`config.mk`:
```
export PLATFORM = sky130hd
export DESIGN_NAME = uart_rx_fifo
export DESIGN_NICKNAME = d
export VERILOG_FILES = /design/src/rtl/uart_rx_fifo.sv
export SDC_FILE = /design/constraint.sdc
export NUM_CORES = 1
export LEC_CHECK = 0
export ABC_AREA = 1
export ABC_CLOCK_PERIOD_IN_PS = 2600
export CAP_MARGIN = 25
export CORE_MARGIN = 2
export CORE_UTILIZATION = 50
export DETAILED_ROUTE_END_ITERATION = 8
export PLACE_DENSITY_LB_ADDON = 0.2
export SYNTH_ARGS = -nofsm -noshare
export SYNTH_HDL_FRONTEND = slang
export SYNTH_SLANG_ARGS = --single-unit
export TNS_END_PERCENT = 1
```
`constraint.sdc`:
```
create_clock -name HCLK -period 2.6 [get_ports HCLK]
set_input_delay 0.26 -clock HCLK [delete_from_list [all_inputs] [get_ports HCLK]]
set_output_delay 0.26 -clock HCLK [all_outputs]
set_load 0.1 [all_outputs]
```
`src/rtl/uart_rx_fifo.sv`:
```
// uart_rx_fifo: 16x-oversampled UART receiver feeding a first-word-fall-through FIFO.
// Define UART_RX_GLITCH_FILTER_EN to decide each bit by a 3-sample majority vote.
module uart_rx_fifo #(
    parameter int DATA_BITS  = 8,
    parameter int FIFO_DEPTH = 16,
    parameter int DIV_W      = 16
) (
    input  logic                        HCLK,
    input  logic                        HRESET,
    input  logic                        en,
    input  logic [DIV_W-1:0]            clk_div,
    input  logic [3:0]                  cfg_bits,
    input  logic [1:0]                  cfg_parity,
    input  logic                        cfg_stop2,
    input  logic                        rx,
    input  logic                        rd_en,
    output logic [DATA_BITS-1:0]        rd_data,
    output logic                        rd_valid,
    output logic [$clog2(FIFO_DEPTH):0] fifo_level,
    output logic                        parity_err,
    output logic                        frame_err,
    output logic                        overrun,
    input  logic                        err_clr,
    output logic                        busy
);
    localparam int AW = $clog2(FIFO_DEPTH);
    localparam int LW = AW + 1;

    typedef enum logic [2:0] {IDLE, START, DATA, PARITY, STOP} state_t;

    state_t               state, state_next;
    logic                 rx_s1, rx_s2, rx_d;
    logic [DIV_W-1:0]     div_cnt;
    logic                 tick;
    logic [3:0]           s;
    logic [3:0]           bit_cnt;
    logic [DATA_BITS-1:0] shreg, shreg_ins;
    logic                 perr, ferr, stop_second;
    logic                 bit_val, samp;
    logic                 parity_on, exp_par;
    logic                 push_req, frame_set;

    assign tick = en && (state != IDLE) && (div_cnt == clk_div);

`ifdef UART_RX_GLITCH_FILTER_EN
    localparam logic [3:0] SAMP_S = 4'd8;
    logic v6, v7;
    always_ff @(posedge HCLK or posedge HRESET) begin
        if (HRESET) begin
            v6 <= 1'b1;
            v7 <= 1'b1;
        end else if (tick && s == 4'd6) begin
            v6 <= rx_s2;
        end else if (tick && s == 4'd7) begin
            v7 <= rx_s2;
        end
    end
    assign bit_val = (v6 & v7) | (v6 & rx_s2) | (v7 & rx_s2);
`else
    localparam logic [3:0] SAMP_S = 4'd7;
    assign bit_val = rx_s2;
`endif

    assign samp      = tick && (s == SAMP_S);
    assign parity_on = (cfg_parity == 2'd1) || (cfg_parity == 2'd2);
    // odd mode expects the inverse of the data XOR
    assign exp_par   = (^shreg) ^ (cfg_parity == 2'd1);
    assign busy      = (state != IDLE);

    always_comb begin
        shreg_ins = shreg;
        for (int i = 0; i < DATA_BITS; i++) begin
            if (bit_cnt == 4'(i)) shreg_ins[i] = bit_val;
        end
    end

    always_ff @(posedge HCLK or posedge HRESET) begin
        if (HRESET) state <= IDLE;
        else        state <= state_next;
    end

    always_comb begin
        state_next = state;
        push_req   = 1'b0;
        frame_set  = 1'b0;
        case (state)
            IDLE: begin
                if (en && rx_d && !rx_s2) state_next = START;
            end
            START: begin
                if (samp && bit_val)             state_next = IDLE;
                else if (tick && s == 4'd15)     state_next = DATA;
            end
            DATA: begin
                if (tick && s == 4'd15 && bit_cnt == cfg_bits - 4'd1)
                    state_next = parity_on ? PARITY : STOP;
            end
            PARITY: begin
                if (tick && s == 4'd15) state_next = STOP;
            end
            STOP: begin
                if (samp && (stop_second || !cfg_stop2)) begin
                    state_next = IDLE;
                    if (ferr || !bit_val) frame_set = 1'b1;
                    else                  push_req  = 1'b1;
                end
            end
            default: state_next = IDLE;
        endcase
        if (!en) begin
            state_next = IDLE;
            push_req   = 1'b0;
            frame_set  = 1'b0;
        end
    end

    always_ff @(posedge HCLK or posedge HRESET) begin
        if (HRESET) begin
            rx_s1       <= 1'b1;
            rx_s2       <= 1'b1;
            rx_d        <= 1'b1;
            div_cnt     <= '0;
            s           <= '0;
            bit_cnt     <= '0;
            shreg       <= '0;
            perr        <= 1'b0;
            ferr        <= 1'b0;
            stop_second <= 1'b0;
        end else begin
            rx_s1 <= rx;
            rx_s2 <= rx_s1;
            rx_d  <= rx_s2;
            if (!en || state == IDLE || div_cnt == clk_div) div_cnt <= '0;
            else                                            div_cnt <= div_cnt + DIV_W'(1);
            if (state == IDLE) begin
                s           <= '0;
                bit_cnt     <= '0;
                shreg       <= '0;
                perr        <= 1'b0;
                ferr        <= 1'b0;
                stop_second <= 1'b0;
            end else begin
                if (tick) s <= s + 4'd1;
                if (state == DATA && samp) shreg <= shreg_ins;
                if (state == DATA && tick && s == 4'd15) bit_cnt <= bit_cnt + 4'd1;
                if (state == PARITY && samp && bit_val != exp_par) perr <= 1'b1;
                if (state == STOP && samp && !bit_val) ferr <= 1'b1;
                if (state == STOP && tick && s == 4'd15) stop_second <= 1'b1;
            end
        end
    end

    logic [DATA_BITS-1:0] mem [FIFO_DEPTH];
    logic [AW-1:0]        wr_ptr, rd_ptr;
    logic [LW-1:0]        level;
    logic                 full, pop, push;

    assign full = (level == LW'(FIFO_DEPTH));
    assign pop  = rd_en && (level != '0);
    // a pop in the same cycle frees the slot the push needs
    assign push = push_req && (!full || pop);

    always_ff @(posedge HCLK) begin
        if (push) mem[wr_ptr] <= shreg;
    end

    always_ff @(posedge HCLK or posedge HRESET) begin
        if (HRESET) begin
            wr_ptr <= '0;
            rd_ptr <= '0;
            level  <= '0;
        end else begin
            if (push) wr_ptr <= wr_ptr + AW'(1);
            if (pop)  rd_ptr <= rd_ptr + AW'(1);
            if (push && !pop)      level <= level + LW'(1);
            else if (!push && pop) level <= level - LW'(1);
        end
    end

    assign rd_valid   = (level != '0);
    assign fifo_level = level;
    assign rd_data    = rd_valid ? mem[rd_ptr] : '0;

    always_ff @(posedge HCLK or posedge HRESET) begin
        if (HRESET) begin
            parity_err <= 1'b0;
            frame_err  <= 1'b0;
            overrun    <= 1'b0;
        end else begin
            parity_err <= (parity_err & ~err_clr) | (push_req & perr);
            frame_err  <= (frame_err & ~err_clr) | frame_set;
            overrun    <= (overrun & ~err_clr) | (push_req & full & ~pop);
        end
    end

endmodule

```
==> key figures <==
Timing
  • Tightest Pin Transition: 0.564 ns
  • Final Hold Vio Count: 0
  • Max Fclk: 378 MHz
  • Max Slew Vio Count: 0
  • Final setup viols: 3
  • Worst setup margin: -0.0420 ns
  • RSZ-0062 raised after global routing: yes
  • Period utilisation layout: 102%
  • Clk_skew: 0.0117 ns
  • Final hold slack: 0.201 ns
  • Slew HR: 62.3%
  • Tmin final: 2.64 ns

Synth
  • Synth cell types: 42
  • Ys Warns: 0
  • Top cell type's share of synthesized area: 45.5%
  • Mapped Nets: 840
  • Most common library cells after synthesis: edfxtp_1 (128), nor2_1 (123), nand2_1 (92)
  • Most frequent cell after synthesis: edfxtp_1
  • Top cells by area, synth: edfxtp_1 (46%), dfrtp_1 (16%), nor2_1 (5.5%), o21ai_0 (5.0%), nand2_1 (4.1%)
  • Netlist Area Pre-Place: 8440 um^2
  • Gate Count Post-Synth: 793
  • Yosys reg bits: 185
  • Asr flop ratio synth: 30.8%
  • Post-synth top area cell: edfxtp_1
  • Mean Syn Cell Area: 10.6 um^2
  • Register area share after synthesis: 62.5%
  • Synth Flop Type: edfxtp_1
  • Number of flops mapped to enable cells by yosys: 128

CTS
  • Clock Tree Buf Depth: 2
  • CTS Root Cell: clkbuf_16
  • CTS tree: built
  • Number of clock buffers inserted by TritonCTS: 17
  • Clock sink total: 185
  • Skew-Pair Late Insertion Delay: 0.43 ns
  • Worst-path clk slew: 0.07 ns
  • Htree depth: 4

Critical path
  • R2r endpoint: fifo_level[4]
  • Crit path max fanout: 4
  • CP most frequent cell: nand2_1
  • Worst R2R Start: div_cnt[15]
  • Crit-path max cell delay: 0.42 ns
  • CP max stage cell: dfrtp_1
  • Req. time, crit path: 2.91 ns
  • Startpoint types: flop
  • CP Cell Sequence: xnor2_1 > nand2_1 > nor2_2 > nand2_2 > nor2_4 > nand4_2 > nand3b_4 > nor2_8 > ha_4 > inv_4 > fa_2 > a31oi_4 > nand2_1 > nand2_1 > nor2_1 > xor2_1
  • Nature of the critical path endpoint: flop
  • CP Buf/Inv Count: 1
  • CP Data Arrival Time: 2.95 ns
  • R2r worst-path depth: 16
  • Critical path type: flop to flop
  • Top cell family by delay on the critical path: simple AND/OR/NAND/NOR gates
  • Flop2flop setup slack: -0.04 ns

Place
  • DP HPWL: 13.2 mm
  • Port Buffer Count: 46
  • Routability Congestion: 0.831

Power
  • Clock Power Share: 35.5%
  • Leak pwr: 0.00406 uW
  • Net switching power: 1980 uW
  • Comb pwr share: 16.7%
  • Internal power: 5240 uW
  • Sequential power share: 47.8%
  • Switch share: 27.4%
  • P per Cell Area: 693 nW/um^2
  • Peak VDD IR: 0.000459 V

Finish
  • Final core occ: 63.1%
  • Final net count: 953
  • Ratio of cells with drive above 1 in the final layout: 19.6%
  • # diodes: 0
  • Fill count: 1311
  • Area Overhead vs Synth: 23.4%

GRT
  • Total gr overflow: 0
  • Pin count of the biggest net entering global routing: 47
  • Vias in the first global route: 6245
  • Antenna violations before repair: 0
  • First-pass GRT wire length: 31.2 mm
  • GRT Util Overall: 22.5%

Die
  • Row count: 47
  • Core area: 16500 um^2
  • Initial core utilization: 51.1%
  • Die X: 134 um
  • Num ports: 47
  • DIE HEIGHT: 134 um
  • Die area: 17900 um^2

Drt
  • Vias: 6151
  • Final wirelength: 19.4 mm
  • Post-route ant nets: 0
  • First-pass DRT Iterations: 5
  • Vias/cell: 5.40
  • Starting DRC count in detailed routing: 405
  • # DRC: 0
  • Drt wl/cell: 17.1 um

Status
  • Status: finished with violations
  • Failing checks: negative setup slack

Min path
  • HP Class: input port to asynchronous set/reset pin

Flow run
  • Max Cap Viol: 0
==> placed cells by master, fill, tap and decap left out, types with 2 or more instances in the layout <==
| cell type | n |
|---|---|
| a21o_1 | 2 |
| a21oi_1 | 13 |
| a21oi_2 | 6 |
| buf_12 | 10 |
| buf_4 | 82 |
| bufinv_16 | 2 |
| clkbuf_16 | 17 |
| clkdlybuf4s50_1 | 28 |
| clkinv_1 | 3 |
| clkinv_4 | 3 |
| dfrtp_1 | 48 |
| dfrtp_2 | 6 |
| dfstp_2 | 3 |
| edfxtp_1 | 128 |
| ha_1 | 14 |
| ha_4 | 2 |
| inv_1 | 58 |
| inv_2 | 7 |
| inv_6 | 6 |
| nand2_1 | 90 |
| nand2_2 | 7 |
| nand3_1 | 41 |
| nand4_1 | 3 |
| nor2_1 | 120 |
| nor2_2 | 7 |
| nor2_4 | 3 |
| nor3_1 | 10 |
| nor3_2 | 3 |
| nor3b_1 | 7 |
| nor4_1 | 3 |
| o21a_1 | 2 |
| o21ai_0 | 84 |
| o21ai_1 | 13 |
| o221ai_1 | 24 |
| o22ai_1 | 11 |
| or2_2 | 2 |
| xnor2_1 | 18 |
| xnor2_2 | 2 |
| xor2_1 | 13 |
==> area by class of cell <==
cell class	count	area [um^2]	area share [%]
sequential	185	5280	50.7
tap	220	275	2.64
clock inverter	15	163	1.56
inverter	68	262	2.51
clock buffer	17	425	4.08
timing repair buffer	120	1100	10.5
multi-input combinational	514	2920	28.0
==> layer usage <==
| metal | track usage (%) | part of all wire, % | vias to the layer above |
|---|---|---|---|
| met3 | 3.51 | 3.2 | 33 |
| met5 | 0 | 0 | - |
| met1 | 27.1 | 42 | 3000 |
| met2 | 40.8 | 52 | 130 |
| li1 | - | - | 2988 |
| met4 | 8.39 | 2.3 | 0 |
==> worst max-delay path by stage <==
stage	slack (ns)	endpoint	from	cells after the start
after floorplan	-0.65	fifo_level[4]	fifo_level[0]	13
after global placement	-0.27	fifo_level[4]	clk_div[4]	17
after detailed placement	-0.38	fifo_level[4]	clk_div[7]	18
after CTS	-0.07	fifo_level[4]	div_cnt[7]	16
after global routing	-0.24	fifo_level[4]	div_cnt[15]	15
final	-0.04	fifo_level[4]	div_cnt[15]	16
==> kinds of logic (layout without fill, tap and decap cells) <==
| logic type | count (synthesis) | in the layout | share of synthesized area [%] |
|---|---|---|---|
| XOR/XNOR | 33 | 33 | 3.42 |
| adder cells (fa/ha/maj) | 18 | 18 | 2.76 |
| buffers and inverters | 94 | 220 | 4.24 |
| flip-flops | 185 | 185 | 62.5 |
| AO/OA/AOI/OAI | 161 | 161 | 11.1 |
| AND/OR/NAND/NOR | 302 | 302 | 16.1 |
==> stage by stage <==
stage	total power [uW]	TNS [ns]	setup WS (ns)	cells	area [um^2]
floorplan	4250	-6.01	-0.647	793	8490
global placement	4680	-0.639	-0.273	1105	9750
detailed placement	4710	-1.12	-0.383	1105	9750
CTS	7250	-0.0965	-0.0693	1137	10400
global route	7500	-0.993	-0.241	1139	10400
finish	7230	-0.0499	-0.0420	1139	10400
==> what timing repair did <==
item | in CTS | in global routing
cloned | 0 | 0
hold endpoints to repair | 0 | 0
buffers inserted | 0 | 2
gates resized for setup | 7 | 12
pin swaps | 0 | 10
setup endpoints to repair | 10 | 12
hold buffers | 0 | 0
==> flip-flops by register name, indices dropped and copies added (netlist names), 4 cells and up <==
register,flops
wr_ptr,4
s,4
shreg,8
div_cnt,16
bit_cnt,4
mem,128
rd_ptr,4
fifo_level,5
==> worst reg2reg max path, delay by kind of cell (launching register included) <==
family	cells	cell delay [ns]
buf+inv	1	0.05
fa+ha+maj	2	0.58
simple gates	10	0.99
flops	1	0.42
compound gates	1	0.16
xor+xnor	2	0.31
==> power groups by stage <==
stage          Clock (uW)  Combinational (uW)  Sequential (uW)
2_1_floorplan           0                 633             3610
3_3_place_gp            0                1160             3510
3_5_place_dp            0                1190             3520
4_1_cts              2600                1200             3450
5_1_grt              2710                1330             3460
6_report             2570                1200             3450
No activity file was read; power rests on OpenSTA's default activity.
